### config.mk
export PLATFORM = sky130hd
export DESIGN_NAME = scd_column_latch
export DESIGN_NICKNAME = d
export VERILOG_FILES = /design/src/rtl/scd_column_latch.sv
export SDC_FILE = /design/constraint.sdc
export NUM_CORES = 1
export LEC_CHECK = 0
export ABC_CLOCK_PERIOD_IN_PS = 5150
export BUFFER_PORTS_ARGS = -buffer_cell sky130_fd_sc_hd__buf_2
export CELL_PAD_IN_SITES_DETAIL_PLACEMENT = 0
export CELL_PAD_IN_SITES_GLOBAL_PLACEMENT = 2
export CORE_MARGIN = 1.5
export CORE_UTILIZATION = 42
export CTS_BUF_LIST = sky130_fd_sc_hd__clkbuf_2
export CTS_CLUSTER_DIAMETER = 60
export CTS_CLUSTER_SIZE = 12
export DETAILED_ROUTE_END_ITERATION = 10
export GPL_TIMING_DRIVEN = 0
export MAX_ROUTING_LAYER = met4
export PLACE_DENSITY = 0.95
export RECOVER_POWER = 100
export SLEW_MARGIN = 20
export SYNTH_ARGS = -nofsm -noshare
export SYNTH_HDL_FRONTEND = slang
export SYNTH_SLANG_ARGS = --single-unit
### constraint.sdc
create_clock -name cph1 -period 5.15 [get_ports cph1]
set_input_delay 0.515 -clock cph1 [delete_from_list [all_inputs] [get_ports cph1]]
set_output_delay 0.515 -clock cph1 [all_outputs]
set_load 0.01 [all_outputs]
### src/rtl/scd_column_latch.sv
// -----------------------------------------------------------------------------
// scd_column_latch
//   Receiver for the serial column-driver link. The four scd_* pins are
//   resynchronised into the cph1 domain, a WIDTH-bit frame is shifted in on
//   each sdclk rise, and a load_n fall transfers a complete frame to the
//   parallel column outputs. A refresh watchdog blanks the columns when good
//   frames stop arriving.
//
// Ports
//   cph1        in   1      clock, all logic on the rising edge
//   pon         in   1      synchronous active-high reset, overrides all inputs
//   scd_sdclk   in   1      serial shift clock (asynchronous to cph1)
//   scd_data    in   1      serial data, valid at the sdclk rising edge
//   scd_load_n  in   1      frame load strobe, active-low
//   scd_rst_n   in   1      link reset, active-low, level-sensitive
//   col_drive   out  WIDTH  latched frame; bit WIDTH-1 is the first bit shifted
//   col_valid   out  1      col_drive holds a good, non-expired frame (LIVE)
//   load_stb    out  1      one-cycle pulse per accepted load
//   frame_err   out  1      sticky; a load arrived with bit count != WIDTH
// -----------------------------------------------------------------------------
module scd_column_latch #(
    parameter int WIDTH       = 25,
    parameter int SYNC_STAGES = 2,
    parameter int TIMEOUT_CYC = 65535
) (
    input  logic             cph1,
    input  logic             pon,
    input  logic             scd_sdclk,
    input  logic             scd_data,
    input  logic             scd_load_n,
    input  logic             scd_rst_n,
    output logic [WIDTH-1:0] col_drive,
    output logic             col_valid,
    output logic             load_stb,
    output logic             frame_err
);

    // bit_cnt must be able to hold WIDTH+1 (saturation value).
    localparam int CNT_W = $clog2(WIDTH + 2);
    localparam int WD_W  = (TIMEOUT_CYC > 0) ? $clog2(TIMEOUT_CYC + 1) : 1;
    localparam bit WDOG_ON = (TIMEOUT_CYC > 0);

    localparam logic [CNT_W-1:0] CNT_FULL = CNT_W'(WIDTH);
    localparam logic [CNT_W-1:0] CNT_SAT  = CNT_W'(WIDTH + 1);
    localparam logic [WD_W-1:0]  WD_LAST  = WDOG_ON ? WD_W'(TIMEOUT_CYC - 1) : '0;

    // Synchroniser chains, history flops and registered edge events.
    logic [SYNC_STAGES-1:0] sdclk_sync, data_sync, load_sync, rst_sync;
    logic sdclk_hist, data_hist, load_hist, rst_hist;
    logic sdclk_rise, load_fall;

    // Main datapath state.
    logic [WIDTH-1:0] shift_r;
    logic [CNT_W-1:0] bit_cnt;
    logic [WD_W-1:0]  wd_cnt;

    // Next-state values.
    logic [WIDTH-1:0] shift_nx, col_nx;
    logic [CNT_W-1:0] cnt_nx;
    logic [WD_W-1:0]  wd_nx;
    logic             valid_nx, stb_nx, err_nx;

    // Input synchronisers. Edges are registered once more so every pin change
    // reaches the datapath SYNC_STAGES+1 edges after it is first sampled; data
    // and rst_n are taken from their history flops to stay delay-matched.
    always_ff @(posedge cph1) begin
        if (pon) begin
            sdclk_sync <= '0;
            data_sync  <= '0;
            load_sync  <= '1;
            rst_sync   <= '1;
            sdclk_hist <= 1'b0;
            data_hist  <= 1'b0;
            load_hist  <= 1'b1;
            rst_hist   <= 1'b1;
            sdclk_rise <= 1'b0;
            load_fall  <= 1'b0;
        end else begin
            sdclk_sync <= {sdclk_sync[SYNC_STAGES-2:0], scd_sdclk};
            data_sync  <= {data_sync[SYNC_STAGES-2:0], scd_data};
            load_sync  <= {load_sync[SYNC_STAGES-2:0], scd_load_n};
            rst_sync   <= {rst_sync[SYNC_STAGES-2:0], scd_rst_n};
            sdclk_hist <= sdclk_sync[SYNC_STAGES-1];
            data_hist  <= data_sync[SYNC_STAGES-1];
            load_hist  <= load_sync[SYNC_STAGES-1];
            rst_hist   <= rst_sync[SYNC_STAGES-1];
            sdclk_rise <= sdclk_sync[SYNC_STAGES-1] & ~sdclk_hist;
            load_fall  <= ~load_sync[SYNC_STAGES-1] & load_hist;
        end
    end

    // Next-state logic: link reset, then shift, watchdog, and load (the load
    // sees the post-shift frame and count so a coincident last bit counts).
    always_comb begin
        shift_nx = shift_r;
        cnt_nx   = bit_cnt;
        col_nx   = col_drive;
        valid_nx = col_valid;
        stb_nx   = 1'b0;
        err_nx   = frame_err;
        wd_nx    = wd_cnt;
        if (!rst_hist) begin
            // frame_err deliberately survives a link reset.
            shift_nx = '0;
            cnt_nx   = '0;
            col_nx   = '0;
            valid_nx = 1'b0;
            wd_nx    = '0;
        end else begin
            if (sdclk_rise) begin
                shift_nx = {shift_r[WIDTH-2:0], data_hist};
                cnt_nx   = (bit_cnt == CNT_SAT) ? bit_cnt : bit_cnt + CNT_W'(1);
            end else begin
                shift_nx = shift_r;
            end

            // Watchdog only runs while LIVE; it parks at WD_LAST after expiry.
            if (WDOG_ON && col_valid) begin
                if (wd_cnt == WD_LAST) begin
                    col_nx   = '0;
                    valid_nx = 1'b0;
                end else begin
                    wd_nx = wd_cnt + WD_W'(1);
                end
            end else begin
                wd_nx = wd_cnt;
            end

            // A good load also overrides a coincident watchdog expiry.
            if (load_fall) begin
                if (cnt_nx == CNT_FULL) begin
                    col_nx   = shift_nx;
                    valid_nx = 1'b1;
                    stb_nx   = 1'b1;
                    wd_nx    = '0;
                end else begin
                    err_nx = 1'b1;
                end
                cnt_nx = '0;
            end else begin
                stb_nx = 1'b0;
            end
        end
    end

    // Datapath and output registers.
    always_ff @(posedge cph1) begin
        if (pon) begin
            shift_r   <= '0;
            bit_cnt   <= '0;
            col_drive <= '0;
            col_valid <= 1'b0;
            load_stb  <= 1'b0;
            frame_err <= 1'b0;
            wd_cnt    <= '0;
        end else begin
            shift_r   <= shift_nx;
            bit_cnt   <= cnt_nx;
            col_drive <= col_nx;
            col_valid <= valid_nx;
            load_stb  <= stb_nx;
            frame_err <= err_nx;
            wd_cnt    <= wd_nx;
        end
    end

endmodule

== After elaboration in Yosys (flattened, before gate mapping) ==
Index checks and enable logic that the tools add are counted.
W data, S select, Z words.

* Register bits after elaboration: 88
* Bits of input ports: 6
* Word-level logic and storage cells: 50

* Add/sub/neg operators: 2
* Eq/ne operators: 3
* Multiplexer cells: 17
* Bitwise gates (word level): 7
* Reduce and logical (&&, ||, !) cells: 4

{| class="wikitable"
|+ Operators with widths
! kind !! number
|-
| $mux W25 || 5
|-
| $mux W16 || 4
|-
| $add A16 B1 Y16 const B || 1
|-
| $eq A16 B16 Y1 const B || 1
|-
| $mux W5 || 3
|-
| $eq A5 B5 Y1 const B || 2
|-
| $reduce_or A3 Y1 || 2
|-
| $add A5 B1 Y5 const B || 1
|-
| $mux W1 || 5
|-
| $not A1 Y1 || 5
|-
| $reduce_and A3 Y1 || 1
|-
| $and A1 B1 Y1 || 2
|-
| $reduce_or A2 Y1 || 1
|}

== Depth between registers and ports, before layout ==
Gate-level depths: netlist of the first run.

* Depth in word-level cells: 7
* Depth in mapped cells: 8

== Least setup slack after synthesis of the first run ==
OpenSTA, ideal clock, no wires.

* Kind: flip-flop to flip-flop
* From: register bit_cnt[0]
* To: register col_drive[20]
* Arrival time: 1,766 ps
* Path slack: 3,313 ps
* Stages on the path, launching flop included: 9
* Path buffers: 1
* Period minus slack after synthesis: 1,837 ps
* Cells stage by stage: dfxtp_1 -> inv_1 -> ha_1 -> nand4b_4 -> and3_1 -> o22ai_2 -> nor3_4 -> buf_6 -> mux2i_1

* Longest elaborated chain between the ends: 7

{| class="wikitable"
|+ RTL lines
! element !! RTL line !! text
|-
| from (decl) || 54 || <nowiki>logic [CNT_W-1:0] bit_cnt;</nowiki>
|-
| from (signal assigned) || 158 || <nowiki>bit_cnt <= cnt_nx;</nowiki>
|-
| $add A5 B1 Y5 or $eq A5 B5 Y1 (tied branches) || 112 || <nowiki>cnt_nx = (bit_cnt == CNT_SAT) ? bit_cnt : bit_cnt + CNT_W'(1);</nowiki>
|-
| $mux W5 || 112 ||
|-
| $mux W5 * || 110 || <nowiki>if (sdclk_rise) begin</nowiki>
|-
| $mux W5 * || 102 || <nowiki>if (!rst_hist) begin</nowiki>
|-
| $eq A5 B5 Y1 * || 131 || <nowiki>if (cnt_nx == CNT_FULL) begin</nowiki>
|-
| $mux W25 * || 131 ||
|-
| $mux W25 * || 130 || <nowiki>if (load_fall) begin</nowiki>
|-
| to (signal assigned) || 159 || <nowiki>col_drive <= col_nx;</nowiki>
|-
| to (decl) || 32 || <nowiki>output logic [WIDTH-1:0] col_drive,</nowiki>
|}

Every way passes the cells marked *; elsewhere a longest branch is shown, timed or not. The select of a mux whose other input is x is not followed.
A chain may end at the register's enable or synchronous reset.

== Worst setup path in the final report of the first run ==
* From: register bit_cnt[0]
* To: register col_drive[10]

The elaborated chain is that of the path after synthesis.

==> results of run 1 <==
-- critical path, stage by stage (launching register included) --
cell and delay, ps:
dfxtp_1 430, inv_1 100, ha_1 240, nand4b_2 120, and3_1 200, o22ai_1 150
nor3_1 530, clkbuf_1 640, mux2i_1 250
-- synth_stat cells, types with 5 or more instances --
library cell	n
buf_2	6
nor3_1	25
nand4_1	6
mux2i_1	27
nor2_1	7
mux2_2	25
clkbuf_1	6
inv_1	34
nor4_1	5
nand2_1	59
or2_2	6
xnor2_1	15
dfxtp_1	88
nor2b_1	8
-- logic make-up after synthesis --
logic type	Yosys count	synth area share, %
muxes	52	15.27
and+or+nand+nor	135	19.81
xor gates and xnor gates	17	4.121
buffers and inverters	53	7.167
adders and majority gates	4	1.385
AOI/OAI and AO/OA	15	3.497
DFF	88	48.75
-- metrics by stage --
stage	instance area, µm²	worst slack (ps)
floorplan	3613	3313
global placement	3910	2821
detailed placement	3910	2833
CTS	4049	2761
global route	3939	2125
finish	3939	2438
-- final cells by class --
| cell class | count | area share [%] |
|---|---|---|
| sequential | 88 | 44.73 |
| multi-input combinational | 223 | 39.64 |
| tap | 105 | 3.335 |
| timing repair buffer | 33 | 3.272 |
| inverter | 34 | 3.240 |
| clock inverter | 6 | 2.382 |
| buffer | 19 | 2.255 |
| clock buffer | 9 | 1.144 |
-- power by group --
group	switching [mW]	total, mW	internal [mW]
combinational	0.0186	0.0274	0.00885
clock	0.238	0.400	0.161
sequential	0.00156	0.689	0.688
total	0.259	1.12	0.858
-- registers in the layout (all words and copies together), names as in the netlist, 2 cells and up --
name	cells
wd_cnt	16
sdclk_sync	2
bit_cnt	5
col_drive	25
data_sync	2
shift_r	25
rst_sync	2
load_sync	2
-- metal layers --
layer | routed length (µm) | global-route usage (%)
met5 | 0 | -
met4 | 126 | 7.598
met2 | 2847 | 24.24
met3 | 206 | 3.633
met1 | 3158 | 19.92
-- path summary, 6_finish.rpt --
kind / slack [ps] / endpoint / start / depth (start not counted)
worst max-delay path: 2440 / col_drive[10] / bit_cnt[0] / 8
worst min-delay path: 150 / load_sync[0] / scd_load_n / 2
worst max register to register: 2440 / col_drive[10] / bit_cnt[0] / 8
worst min register to register: 400 / sdclk_rise / sdclk_hist / 1
==> reports/metrics.yaml, run 1 <==
routing:
  wl_um: 6339
  wl_per_cell_um: 12.26
  first_pass_iters: 4
  vias_per_cell: 4.838
  vias: 2501
  ant_nets: 0
  drtIter0Drc: 109
  drc: 0
cts:
  postCtsSetupBuffers: 0
  holdBufCountCts: 0
  numCtsBuffers: 9
  htreeDepth: 3
  cts.reportedPaths.clkPinSlew_ps: 230
  clock_sinks: 88
  clock-root-buffer: "clkbuf_2"
  cts.path.max_buffers: 2
  post_cts_resized: 0
  worstSkewPairLatency_ps: 540
  cts_tree: "built"
timing:
  slew_viol_final: 0
  hold_violations: 0
  clock_skew_ps: 19.34
  fmax_mhz: 368.8
  rsz0062_at_grt: "false"
  fin_crit_ps: 2712
  setup_viol_count_final: 0
  post-route-period-util_pct: 52.65
  finalSetupTns_ps: 0
  maxSlewHeadroom_pct: 49.63
  hold_ws_ps: 145.3
  worst_pin_slew_ps: 755.5
placement:
  place_congestion: 0.8196
  io_buffers: 33
  dp_hpwl_um: 4499
  dp.cells: 502
setup_path:
  path_max_fanout: 10
  worstPathRequired_ps: 5620
  crit_arrival_ps: 3180
  crit_type: "reg2reg"
  cp-start-kind: "flop"
  worst_setup_path_end_kind: "flop"
synthesis:
  ys_seq_area_share_pct: 48.75
  async_flop_share_pct: 0
  netlist.area_leader.share_pct: 48.75
  syn-num-nets: 374
  synth_edf_count: 0
  synth_cell_types: 46
  synth_area_leaders: "dfxtp_1 49%, mux2_2 7.8%, mux2i_1 7.5%, nand2_1 6.1%, xnor2_1 3.6%"
  synth-seq-cells: 88
  avgSynthCellArea_um2: 9.927
  syn_area_um2: 3613
  syn_inst: 364
  synth_flop_cell: "dfxtp_1"
  yosysTopAreaCell: "dfxtp_1"
  yosys_warnings: 0
floorplanning:
  start_util_pct: 43.76
  die_height_um: 95.76
  coreArea_um2: 8258
  die_w_um: 95.76
  io_pins: 34
  die_area_um2: 9169
  core.rowCount: 33
pwr:
  leakage_nw: 1.631
  power_per_cell_area_nw_per_um2: 283.5
  vdd_drop_max_uv: 127.4
  power.total_mw: 1.116
cells_and_area:
  regArea_um2: 1762
  nets: 418
  final_cell_mix: "88 x dfxtp_1, 59 x nand2_1, 43 x clkbuf_1, 34 x inv_1"
  utilization_pct: 47.70
  antennaDiodeCount: 0
  drive_above_1_share_pct: 14.81
  area_delta_synth_final_pct: 9.003
  final_common_cell: "dfxtp_1"
  fin_cells: 517
  multi_input_area_um2: 1562
  nFillCells: 830
global_routing:
  antenna_found_initial: 0
  grt_pass1_wl_um: 10980
  track_usage_pct: 15.92
  grt-ovfl-total: 0
  grt_pass1_vias: 2427
  grt_max_degree: 16
worst_hold_path:
  min_path_type: "in2reg"
run:
  drv_cap: 0
run_status:
  run_status: "complete, no violations"
(Power assumes the default switching activity.)
==> inputs of run 2 (changes only) <==
--- a/config.mk
+++ b/config.mk
@@ -5,19 +5,19 @@
 export SDC_FILE = /design/constraint.sdc
 export NUM_CORES = 1
 export LEC_CHECK = 0
-export ABC_CLOCK_PERIOD_IN_PS = 5150
+export ABC_CLOCK_PERIOD_IN_PS = 2300
 export BUFFER_PORTS_ARGS = -buffer_cell sky130_fd_sc_hd__buf_2
 export CELL_PAD_IN_SITES_DETAIL_PLACEMENT = 0
 export CELL_PAD_IN_SITES_GLOBAL_PLACEMENT = 2
 export CORE_MARGIN = 1.5
-export CORE_UTILIZATION = 42
+export CORE_UTILIZATION = 35
 export CTS_BUF_LIST = sky130_fd_sc_hd__clkbuf_2
 export CTS_CLUSTER_DIAMETER = 60
 export CTS_CLUSTER_SIZE = 12
 export DETAILED_ROUTE_END_ITERATION = 10
 export GPL_TIMING_DRIVEN = 0
 export MAX_ROUTING_LAYER = met4
-export PLACE_DENSITY = 0.95
+export PLACE_DENSITY = 0.87
 export RECOVER_POWER = 100
 export SLEW_MARGIN = 20
 export SYNTH_ARGS = -nofsm -noshare
==> constraint.sdc (replaced) <==
create_clock -name cph1 -period 2.3 [get_ports cph1]
set_input_delay 0.23 -clock cph1 [delete_from_list [all_inputs] [get_ports cph1]]
set_output_delay 0.23 -clock cph1 [all_outputs]
set_load 0.01 [all_outputs]
==> run 2 against run 1 <==
Net effect:
- fmax grew 29%
- register-to-register slack lost 2200 ps
- core utilization shrank 6.6 points
==> reports/metrics.yaml, run 2 (synthesized netlist as in run 1, its figures left out) <==
routing:
  wl_per_cell_um: 12.22
  drc: 0
  vias: 2528
  first_pass_iters: 4
  ant_nets: 0
  wl_um: 6747
  drtIter0Drc: 97
  vias_per_cell: 4.580
floorplanning:
  die_height_um: 104.6
  coreArea_um2: 9910
  die_w_um: 104.6
  io_pins: 34
  start_util_pct: 36.46
  die_area_um2: 10940
  core.rowCount: 36
placement:
  place_congestion: 0.7951
  dp_hpwl_um: 4585
  io_buffers: 33
setup_path:
  crit_top_cell: "inv_1"
  cp-start-kind: "flop"
  slowest_delay_ps: 440
  worstPathRequired_ps: 2750
  critPathLaunch: "bit_cnt[0]"
  slowest_stage: "dfxtp_1"
  worst_setup_path_end_kind: "flop"
  worst-path-buf-inv: 4
  crit_chain: "inv_1 -> ha_1 -> inv_1 -> nor3_1 -> a311oi_2 -> nor3_4 -> buf_12 -> buf_8 -> mux2i_1"
  crit_arrival_ps: 2550
  crit_type: "reg2reg"
  crit_family: "simple AND/OR/NAND/NOR gates"
  path_max_fanout: 10
  r2r_start: "bit_cnt[0]"
cts:
  cts_tree: "built"
  clock_sinks: 88
  worstSkewPairLatency_ps: 540
  clock-root-buffer: "clkbuf_2"
  cts.reportedPaths.clkPinSlew_ps: 240
  numCtsBuffers: 9
  htreeDepth: 3
  cts.path.max_buffers: 2
global_routing:
  grt-ovfl-total: 0
  grt_max_degree: 14
  track_usage_pct: 13.23
  grt_pass1_wl_um: 11470
  grt_pass1_vias: 2451
  antenna_found_initial: 0
cells_and_area:
  nFillCells: 1026
  antennaDiodeCount: 0
  multi_input_area_um2: 1599
  regArea_um2: 1762
  area_delta_synth_final_pct: 12.71
  reg.largest.list: "col_drive (25), shift_r (25), wd_cnt (16)"
  drive_above_1_share_pct: 17.42
  nets: 425
  final_common_cell: "dfxtp_1"
  final_cell_mix: "88 x dfxtp_1, 59 x nand2_1, 36 x clkbuf_1, 34 x inv_1, 27 x mux2i_1"
timing:
  setup_viol_count_final: 0
  hold_ws_ps: 397.2
  worst_pin_slew_ps: 629.4
  rsz0062_at_grt: "false"
  clock_skew_ps: 34.65
  fin_crit_ps: 2099
  maxSlewHeadroom_pct: 57.69
  finalSetupTns_ps: 0
  post-route-period-util_pct: 91.27
  hold_violations: 0
  slew_viol_final: 0
  fmax_mhz: 476.4
worst_hold_path:
  min_path_type: "reg2reg"
  worstHoldStart: "sdclk_hist"
pwr:
  power_per_cell_area_nw_per_um2: 555.8
  vdd_drop_max_uv: 302.3
  power.total_mw: 2.264
  leakage_nw: 1.718
run_status:
  run_status: "complete, no violations"
run:
  drv_cap: 0
-- run 2: where the power goes --
part,switching [mW],internal (mW)
Combinational,0.0472,0.0279
Clock,0.505,0.141
Sequential,0.00344,1.54
Total,0.556,1.71
-- run 2: timing repair --
action	in CTS	in global routing
resized for setup	1	3
pin swaps	0	1
endpoints found under the hold margin	7	0
setup endpoints to repair	10	10
hold buffers	6	0
buffers inserted	0	1
-- run 2: stage by stage --
stage | worst slack (ps) | utilization (%) | instances | cell area [µm²]
after floorplan | 462.6 | - | 364 | 3613
after global placement | -60.25 | 39.81 | 530 | 3945
after detailed placement | -141.1 | 39.81 | 530 | 3945
after CTS | 68.41 | 41.26 | 551 | 4089
after global routing | 15.11 | 41.10 | 552 | 4073
final | 200.7 | 41.10 | 552 | 4073
-- run 2: final timing paths --
path	to	slack [ps]	cells after the start
setup / recovery	col_drive[3]	200	9
hold / removal	sdclk_rise	400	1
setup reg to reg	col_drive[3]	200	9
hold reg to reg	sdclk_rise	400	1
-- run 2: final cells by class --
cell class / instances / share of cell area, %
Sequential cell: 88 / 43.26
Multi-Input combinational cell: 223 / 39.26
Timing Repair Buffer: 40 / 5.131
Tap cell: 133 / 4.086
Buffer: 19 / 3.226
Inverter: 34 / 3.134
Clock buffer: 11 / 1.352
Clock inverter: 4 / 0.5530
-- run 2: metal layers --
metal / global-route usage, % / vias up / part of all wire, %
met5: - / - / 0
met4: 4.403 / 0 / 1.2
met3: 3.057 / 9 / 3.3
met2: 20.49 / 35 / 44
met1: 17.08 / 1174 / 51
li1: - / 1310 / -
-- run 2: worst reg2reg max path, delay by kind of cell, from the launching register on --
family	cells	cell delay, ps
simple gates	2	490
buf+inv	4	460
flops	1	440
fa+ha+maj	1	320
mux	1	200
compound gates	1	110
